$ cat src/rtl/sap1_pkg.sv
// -----------------------------------------------------------------------------
// sap1_pkg
//   Shared constants for the SAP-1 controller/sequencer:
//     - opcode encodings (LDA/ADD/SUB/OUT/HLT)
//     - one-hot T-state constants T1..T6 (bit0 = T1)
//     - bit positions of the 12-bit control word
//       {Cp Ep nLm nCE nLi nEi nLa Ea Su Eu nLb nLo}
//     - cw_decode(): Moore decode of T-state and opcode into a control word
// -----------------------------------------------------------------------------
package sap1_pkg;

    localparam int RING_LEN = 6;
    localparam int OPCODE_W = 4;
    localparam int CW_W     = 12;

    localparam logic [OPCODE_W-1:0] OP_LDA = 4'b0000;
    localparam logic [OPCODE_W-1:0] OP_ADD = 4'b0001;
    localparam logic [OPCODE_W-1:0] OP_SUB = 4'b0010;
    localparam logic [OPCODE_W-1:0] OP_OUT = 4'b1110;
    localparam logic [OPCODE_W-1:0] OP_HLT = 4'b1111;

    localparam logic [RING_LEN-1:0] T1 = 6'b000001;
    localparam logic [RING_LEN-1:0] T2 = 6'b000010;
    localparam logic [RING_LEN-1:0] T3 = 6'b000100;
    localparam logic [RING_LEN-1:0] T4 = 6'b001000;
    localparam logic [RING_LEN-1:0] T5 = 6'b010000;
    localparam logic [RING_LEN-1:0] T6 = 6'b100000;

    // Control-word field positions, MSB first.
    localparam int CW_CP  = 11;
    localparam int CW_EP  = 10;
    localparam int CW_NLM = 9;
    localparam int CW_NCE = 8;
    localparam int CW_NLI = 7;
    localparam int CW_NEI = 6;
    localparam int CW_NLA = 5;
    localparam int CW_EA  = 4;
    localparam int CW_SU  = 3;
    localparam int CW_EU  = 2;
    localparam int CW_NLB = 1;
    localparam int CW_NLO = 0;

    // Every signal deasserted: active-high bits 0, active-low bits 1.
    localparam logic [CW_W-1:0] CW_IDLE = 12'b0011_1110_0011;

    // Starts from the idle word and only flips the fields that the current
    // state/opcode asserts; anything not mentioned stays inactive.
    function automatic logic [CW_W-1:0] cw_decode(
        input logic [RING_LEN-1:0] t,
        input logic [OPCODE_W-1:0] op
    );
        logic [CW_W-1:0] cw;
        cw = CW_IDLE;
        case (t)
            T1: begin
                cw[CW_EP]  = 1'b1;
                cw[CW_NLM] = 1'b0;
            end
            T2: begin
                cw[CW_CP]  = 1'b1;
            end
            T3: begin
                cw[CW_NCE] = 1'b0;
                cw[CW_NLI] = 1'b0;
            end
            T4: begin
                case (op)
                    OP_LDA, OP_ADD, OP_SUB: begin
                        cw[CW_NEI] = 1'b0;
                        cw[CW_NLM] = 1'b0;
                    end
                    OP_OUT: begin
                        cw[CW_EA]  = 1'b1;
                        cw[CW_NLO] = 1'b0;
                    end
                    default: ;
                endcase
            end
            T5: begin
                case (op)
                    OP_LDA: begin
                        cw[CW_NCE] = 1'b0;
                        cw[CW_NLA] = 1'b0;
                    end
                    OP_ADD, OP_SUB: begin
                        cw[CW_NCE] = 1'b0;
                        cw[CW_NLB] = 1'b0;
                    end
                    default: ;
                endcase
            end
            T6: begin
                case (op)
                    OP_ADD: begin
                        cw[CW_EU]  = 1'b1;
                        cw[CW_NLA] = 1'b0;
                    end
                    OP_SUB: begin
                        cw[CW_EU]  = 1'b1;
                        cw[CW_NLA] = 1'b0;
                        cw[CW_SU]  = 1'b1;
                    end
                    default: ;
                endcase
            end
            default: ;
        endcase
        return cw;
    endfunction

endpackage

$ cat src/rtl/sap1_ring_counter.sv
// -----------------------------------------------------------------------------
// sap1_ring_counter
//   One-hot ring counter for the SAP-1 T-states. Rotates left by one on each
//   rising edge where adv_i=1 and hold_i=0; the MSB wraps to bit0.
//   Ports:
//     clk_i     in  clock, rising edge
//     clr_i     in  synchronous active-high clear, forces bit0 (T1)
//     hold_i    in  freeze the current state
//     adv_i     in  advance enable for this edge
//     tstate_o  out one-hot state, bit0 = T1
// -----------------------------------------------------------------------------
module sap1_ring_counter
    import sap1_pkg::*;
#(
    parameter int N = RING_LEN
) (
    input  logic         clk_i,
    input  logic         clr_i,
    input  logic         hold_i,
    input  logic         adv_i,
    output logic [N-1:0] tstate_o
);

    logic [N-1:0] tstate_q;
    logic [N-1:0] tstate_d;

    always_comb begin
        tstate_d = tstate_q;
        if (adv_i && !hold_i)
            tstate_d = {tstate_q[N-2:0], tstate_q[N-1]};
    end

    always_ff @(posedge clk_i) begin
        if (clr_i)
            tstate_q <= {{(N-1){1'b0}}, 1'b1};
        else
            tstate_q <= tstate_d;
    end

    assign tstate_o = tstate_q;

endmodule

$ cat src/rtl/sap1_controller_sequencer.sv
// -----------------------------------------------------------------------------
// sap1_controller_sequencer
//   SAP-1 control unit: 6-state one-hot ring counter plus instruction decoder
//   and HLT flag. Produces the 12-bit control word as individual pins.
//   Optional feature macro: SAP_SINGLE_STEP_EN (adds the step input; the ring
//   advances only on edges where step has risen since the previous edge).
//   Ports:
//     CLK          in  system clock, rising edge
//     CLR          in  synchronous active-high reset; also forces outputs idle
//     opcode[3:0]  in  IR upper nibble, stable T4..T6
//     step         in  single-step request (SAP_SINGLE_STEP_EN only)
//     Cp Ep Ea Su Eu             out active-high controls
//     nLm nCE nLi nEi nLa nLb nLo out active-low controls
//     tstate[5:0]  out one-hot T-state, bit0 = T1
//     halted       out HLT executed, sequencer frozen until CLR
// -----------------------------------------------------------------------------
module sap1_controller_sequencer
    import sap1_pkg::*;
#(
    parameter int RING_LEN_P = RING_LEN,
    parameter int OPCODE_W_P = OPCODE_W
) (
    input  logic                  CLK,
    input  logic                  CLR,
    input  logic [OPCODE_W_P-1:0] opcode,
`ifdef SAP_SINGLE_STEP_EN
    input  logic                  step,
`endif
    output logic                  Cp,
    output logic                  Ep,
    output logic                  nLm,
    output logic                  nCE,
    output logic                  nLi,
    output logic                  nEi,
    output logic                  nLa,
    output logic                  Ea,
    output logic                  Su,
    output logic                  Eu,
    output logic                  nLb,
    output logic                  nLo,
    output logic [RING_LEN_P-1:0] tstate,
    output logic                  halted
);

    logic            adv;
    logic            hold;
    logic            hlt_in_t4;
    logic            halted_q;
    logic            halted_d;
    logic [CW_W-1:0] cw;

`ifdef SAP_SINGLE_STEP_EN
    // Edge detector: one advance per rising edge of step, however long it is held.
    logic step_q;

    always_ff @(posedge CLK) begin
        if (CLR)
            step_q <= 1'b0;
        else
            step_q <= step;
    end

    assign adv = step & ~step_q;
`else
    assign adv = 1'b1;
`endif

    // The HLT state itself must not advance: the ring stays on T4 through the
    // edge that sets halted, and from then on halted_q keeps it there.
    assign hlt_in_t4 = (tstate == T4) && (opcode == OP_HLT);
    assign hold      = halted_q | hlt_in_t4;

    sap1_ring_counter #(
        .N (RING_LEN_P)
    ) u_ring (
        .clk_i    (CLK),
        .clr_i    (CLR),
        .hold_i   (hold),
        .adv_i    (adv),
        .tstate_o (tstate)
    );

    always_comb begin
        halted_d = halted_q;
        if (adv && hlt_in_t4)
            halted_d = 1'b1;
    end

    always_ff @(posedge CLK) begin
        if (CLR)
            halted_q <= 1'b0;
        else
            halted_q <= halted_d;
    end

    assign halted = halted_q;

    // CLR and halt win over decode combinationally, so nothing downstream
    // latches a partial instruction on the clearing edge. Without an advance
    // grant (single-step idle cycles) the word is idle so loads happen once.
    always_comb begin
        cw = CW_IDLE;
        if (!CLR && !halted_q && adv)
            cw = cw_decode(tstate, opcode);
    end

    assign Cp  = cw[CW_CP];
    assign Ep  = cw[CW_EP];
    assign nLm = cw[CW_NLM];
    assign nCE = cw[CW_NCE];
    assign nLi = cw[CW_NLI];
    assign nEi = cw[CW_NEI];
    assign nLa = cw[CW_NLA];
    assign Ea  = cw[CW_EA];
    assign Su  = cw[CW_SU];
    assign Eu  = cw[CW_EU];
    assign nLb = cw[CW_NLB];
    assign nLo = cw[CW_NLO];

endmodule
$ cat config.mk
export PLATFORM = sky130hd
export DESIGN_NAME = sap1_controller_sequencer
export DESIGN_NICKNAME = d
export VERILOG_FILES = /design/src/rtl/sap1_pkg.sv /design/src/rtl/sap1_ring_counter.sv /design/src/rtl/sap1_controller_sequencer.sv
export SDC_FILE = /design/constraint.sdc
export NUM_CORES = 1
export LEC_CHECK = 0
export CAP_MARGIN = 15
export CORE_MARGIN = 2
export CORE_UTILIZATION = 37
export DETAILED_ROUTE_END_ITERATION = 10
export GPL_ROUTABILITY_DRIVEN = 0
export PLACE_DENSITY_LB_ADDON = 0.25
export SETUP_SLACK_MARGIN = 0.3
export SYNTH_ARGS = -nofsm -noshare
export SYNTH_HDL_FRONTEND = slang
export SYNTH_HIERARCHICAL = 1
export SYNTH_SLANG_ARGS = --single-unit
$ cat constraint.sdc
create_clock -name CLK -period 2.7 [get_ports CLK]
set_input_delay 0.675 -clock CLK [delete_from_list [all_inputs] [get_ports CLK]]
set_output_delay 0.675 -clock CLK [all_outputs]
set_load 0.01 [all_outputs]
[Word-level counts from Yosys, hierarchy flattened]
Cells that the tools add are included.
Operators by class
  equal/unequal tests: 10
  multiplexer cells: 19
  bitwise logic cells: 1
  reduce and logical (&&, ||, !) cells: 7
Operator list (number)
  $mux 1: 14
  $mux 12: 1
  $eq 4x4->1 const B: 2
  $eq 6x1->1 const B: 1
  $eq 6x2->1 const B: 1
  $eq 6x3->1 const B: 1
  $eq 6x4->1 const B: 1
  $eq 6x5->1 const B: 1
  $eq 6x6->1 const B: 1
  $pmux 1 s2: 3
  $eq 4x1->1 const B: 1
  $eq 4x2->1 const B: 1
  $logic_not 4->1: 1
  $reduce_or 3->1: 1
  $logic_and 1x1->1: 2
  $logic_not 1->1: 2
  $mux 2: 1
  $reduce_or 2->1: 1
  $or 1x1->1: 1
Storage, ports and cells
  register bits: 7
  input bits: 6
  output and inout port bits: 19

[Depth between registers and ports, before layout]
  depth in word-level cells: 5
  depth in mapped cells: 5

[Hierarchy]
The synthesis kept the hierarchy.
By module, submodules not included
  sap1_controller_sequencer: times used 1, cells an instance 33, area each 244.0 um^2, seq. area each 20.0 um^2
  sap1_ring_counter: times used 1, cells an instance 22, area each 241.5 um^2, seq. area each 120.1 um^2

[Worst setup path before layout]
No wires, ideal clock.
  path kind: input-to-output
  start: in CLR
  end: out Eu
  data arrival time: 1.988 ns
  data required time: 2.025 ns
  setup slack: 0.037 ns
  stages on the path: 3
  buffers on the path: 0
  path through: or4_4 -> or4b_4 -> nor3_1
Between the ends
  cells in the longest elaborated chain, start to end: 3
Ends and longest elaborated chain
  start, declared: RTL line sap1_controller_sequencer.sv:24  | input logic CLR,
  $logic_not 1->1: RTL line sap1_controller_sequencer.sv:103  | if (!CLR && !halted_q && adv)
  $logic_and 1x1->1: RTL line sap1_controller_sequencer.sv:103
  $mux 12: RTL line sap1_controller_sequencer.sv:103
  end, declared: RTL line sap1_controller_sequencer.sv:38  | output logic Eu,
Every way passes these cells.

[Worst setup path after layout]
Ends and elaborated chain as after synthesis.

==> impl_metrics.json <==
{
  "numCtsBuffers": 3,
  "fin_hold_ws_ns": 0.647,
  "yosysWarnings": 6,
  "drive_gt1_share_pct": 50.5,
  "hold_viol": 0,
  "antenna_cells": 0,
  "cp.required_ns": 2.03,
  "dieHeight_um": 40.2,
  "syn_area_per_cell_um2": 8.83,
  "worst-setup-path-type": "in -> out",
  "viasPerCell": 4.99,
  "grt_pass1_vias": 535,
  "ys_async_sr_fraction_pct": 0,
  "grt_pass1_wl_mm": 2.05,
  "netlist.area_leader.share_pct": 28.9,
  "grt_usage_pct": 19.5,
  "critPathMaxFanout": 2,
  "cts_hold_buf": 0,
  "die_w_um": 40.2,
  "initial_core_util_pct": 38.3,
  "clockBufferDepth": 2,
  "dpl_cell_area_um2": 902,
  "synth_common_cells": "nand2b_1, dfxtp_1, mux2i_1, nor2_1",
  "slew_violations": 0,
  "power_density_nw_per_um2": 290,
  "htree_levels": 1,
  "holdCritPathClass": "reg -> reg",
  "worst_setup_path_end_kind": "output port",
  "synth_edf_count": 0,
  "io_pins": 25,
  "violations": "negative setup slack",
  "vdd_drop_max_v": 0.000211,
  "yosysMostFrequentCell": "nand2b_1",
  "antenna_found_initial": 0,
  "portBuffers": 24,
  "syn2layout_area_growth_pct": 102,
  "layout_setup_ws_ns": -0.0157,
  "grt-ovfl-total": 0,
  "cts_tree": "built",
  "yosysTopAreaCell": "dfxtp_1",
  "skew_ns": 0.00212,
  "status": "complete, but fails checks",
  "synth-main-ff-cell": "dfxtp_1",
  "start_kind": "input pin",
  "rows": 13,
  "grt_setup_unrepaired": "yes",
  "vias": 609,
  "fillers": 83,
  "grt_max_degree": 14,
  "p_leak_nw": 0.442,
  "synthCells": 55,
  "cp.arrival_ns": 2.04,
  "ys_ff_latch": 7,
  "drt_iter0_drc": 0,
  "layout.nets": 114,
  "synthDistinctLibCells": 28,
  "max_clock_freq_mhz": 368,
  "postRouteAntennaNets": 0,
  "finalCritPeriodShare_pct": 101,
  "clk_pin_slew_worst_paths_ns": 0.05,
  "design.die.area_um2": 1620,
  "clock-sinks": 7,
  "firstDrtPassIters": 1,
  "final.setup.tns_ns": -0.0303,
  "synthTopCellsByArea": "dfxtp_1, mux2i_1, nand2b_1",
  "coreArea_um2": 1270,
  "fin_crit_ns": 2.72,
  "syn_area_um2": 485,
  "hpwl_mm": 1.13,
  "drv_cap": 0,
  "drc_errors": 0,
  "synth-seq-area-share_pct": 28.9,
  "finalSetupViolations": 2,
  "clkLatencyLatePin_ns": 0.25,
  "wirelength_mm": 1.51,
  "design_area_um2": 981,
  "cts_root_buffer": "clkbuf_4",
  "routedWlPerCell_um": 12.3
}
==> per-layer routing <==
metal | vias to the layer above | track usage (%) | wire length (um)
met4 | 0 | 10.0 | 19
met3 | 4 | 5.56 | 120
met5 | - | 0 | 0
met1 | 275 | 20.8 | 624
li1 | 311 | - | -
met2 | 19 | 34.7 | 742
==> placed cells by master (no fill, tap or decap), drive strengths merged <==
cell,Yosys,final
nand4,1,1
clkdlybuf4s50,0,7
nor2,4,4
xnor2,1,1
clkbuf,0,6
o21bai,1,1
dfxtp,7,7
and3b,1,1
dlygate4sd2,0,3
nor4b,1,1
nand4bb,1,1
clkdlybuf4s15,0,2
inv,1,1
and2b,1,1
or4b,2,2
a31oi,2,2
nand3,2,2
nand2,1,1
mux2i,5,5
nor3,3,3
conb,1,3
o31ai,1,1
nand2b,8,8
or4,2,2
nor4,2,2
and4b,3,3
or2b,1,1
o21ai,2,2
o2111ai,1,1
buf,0,32
==> state kept, by name (all words and copies together), names as in the netlist <==
name and flops:
u_ring/tstate_o 6, halted 1
==> kinds of logic (layout without fill, tap and decap cells) <==
group | after synthesis | after routing | share of synthesized area, %
multiplexers | 5 | 5 | 10.3
AO/OA/AOI/OAI | 7 | 7 | 9.54
AND/OR/NAND/NOR | 33 | 33 | 47.9
XOR/XNOR | 1 | 1 | 1.80
flip-flops | 7 | 7 | 28.9
other | 1 | 3 | 0.772
buffers and inverters | 1 | 51 | 0.772
==> stage by stage <==
| step | power (W) | setup WS (ns) | util, % | std cells |
|---|---|---|---|---|
| 2_1_floorplan | 0.000140 | 0.165 | - | 57 |
| 3_3_place_gp | 0.000185 | -0.786 | 71.1 | 113 |
| 3_5_place_dp | 0.000186 | -0.809 | 71.1 | 113 |
| 4_1_cts | 0.000287 | -0.123 | 76.0 | 122 |
| 5_1_grt | 0.000301 | -0.0624 | 77.3 | 122 |
| 6_report | 0.000285 | -0.0157 | 77.3 | 122 |
==> power breakdown <==
part / total [W] / switching, W / internal [W]
clock: 0.0000952 / 0.0000388 / 0.0000564
sequential: 0.000110 / 0.00000234 / 0.000107
combinational: 0.0000798 / 0.0000354 / 0.0000444
total: 0.000285 / 0.0000766 / 0.000208
==> worst max-delay path: stages <==
cell and delay, ns:
buf_6 0.09, or4_4 0.47, or4b_4 0.54, nor3_4 0.12
buf_2 0.14
==> final cells by class <==
type	count	area (um2)	area share, %
sequential	7	143	14.5
timing repair buffer	46	357	36.4
tap	15	18.8	1.91
clock buffer	4	26.3	2.68
multi-input combinational	49	433	44.1
inverter	1	3.75	0.383
==> worst paths after layout <==
path,cells past startpoint,to,slack [ns],from
worst min register to register,3,u_ring/tstate_o[3],0.65,u_ring/tstate_o[3]
worst max-delay path,5,Eu,-0.02,CLR
worst max register to register,7,u_ring/tstate_o[5],1.01,u_ring/tstate_o[5]
worst min-delay path,3,u_ring/tstate_o[3],0.65,u_ring/tstate_o[3]
==> what timing repair did <==
item / 4_1_cts / 5_1_grt
pin swaps: 6 / 6
endpoints found under the setup margin: 12 / 10
endpoints found under the hold margin: 0 / 0
buffers inserted: 5 / 0
resized for setup: 62 / 9
No activity file was read; power rests on OpenSTA's default activity.
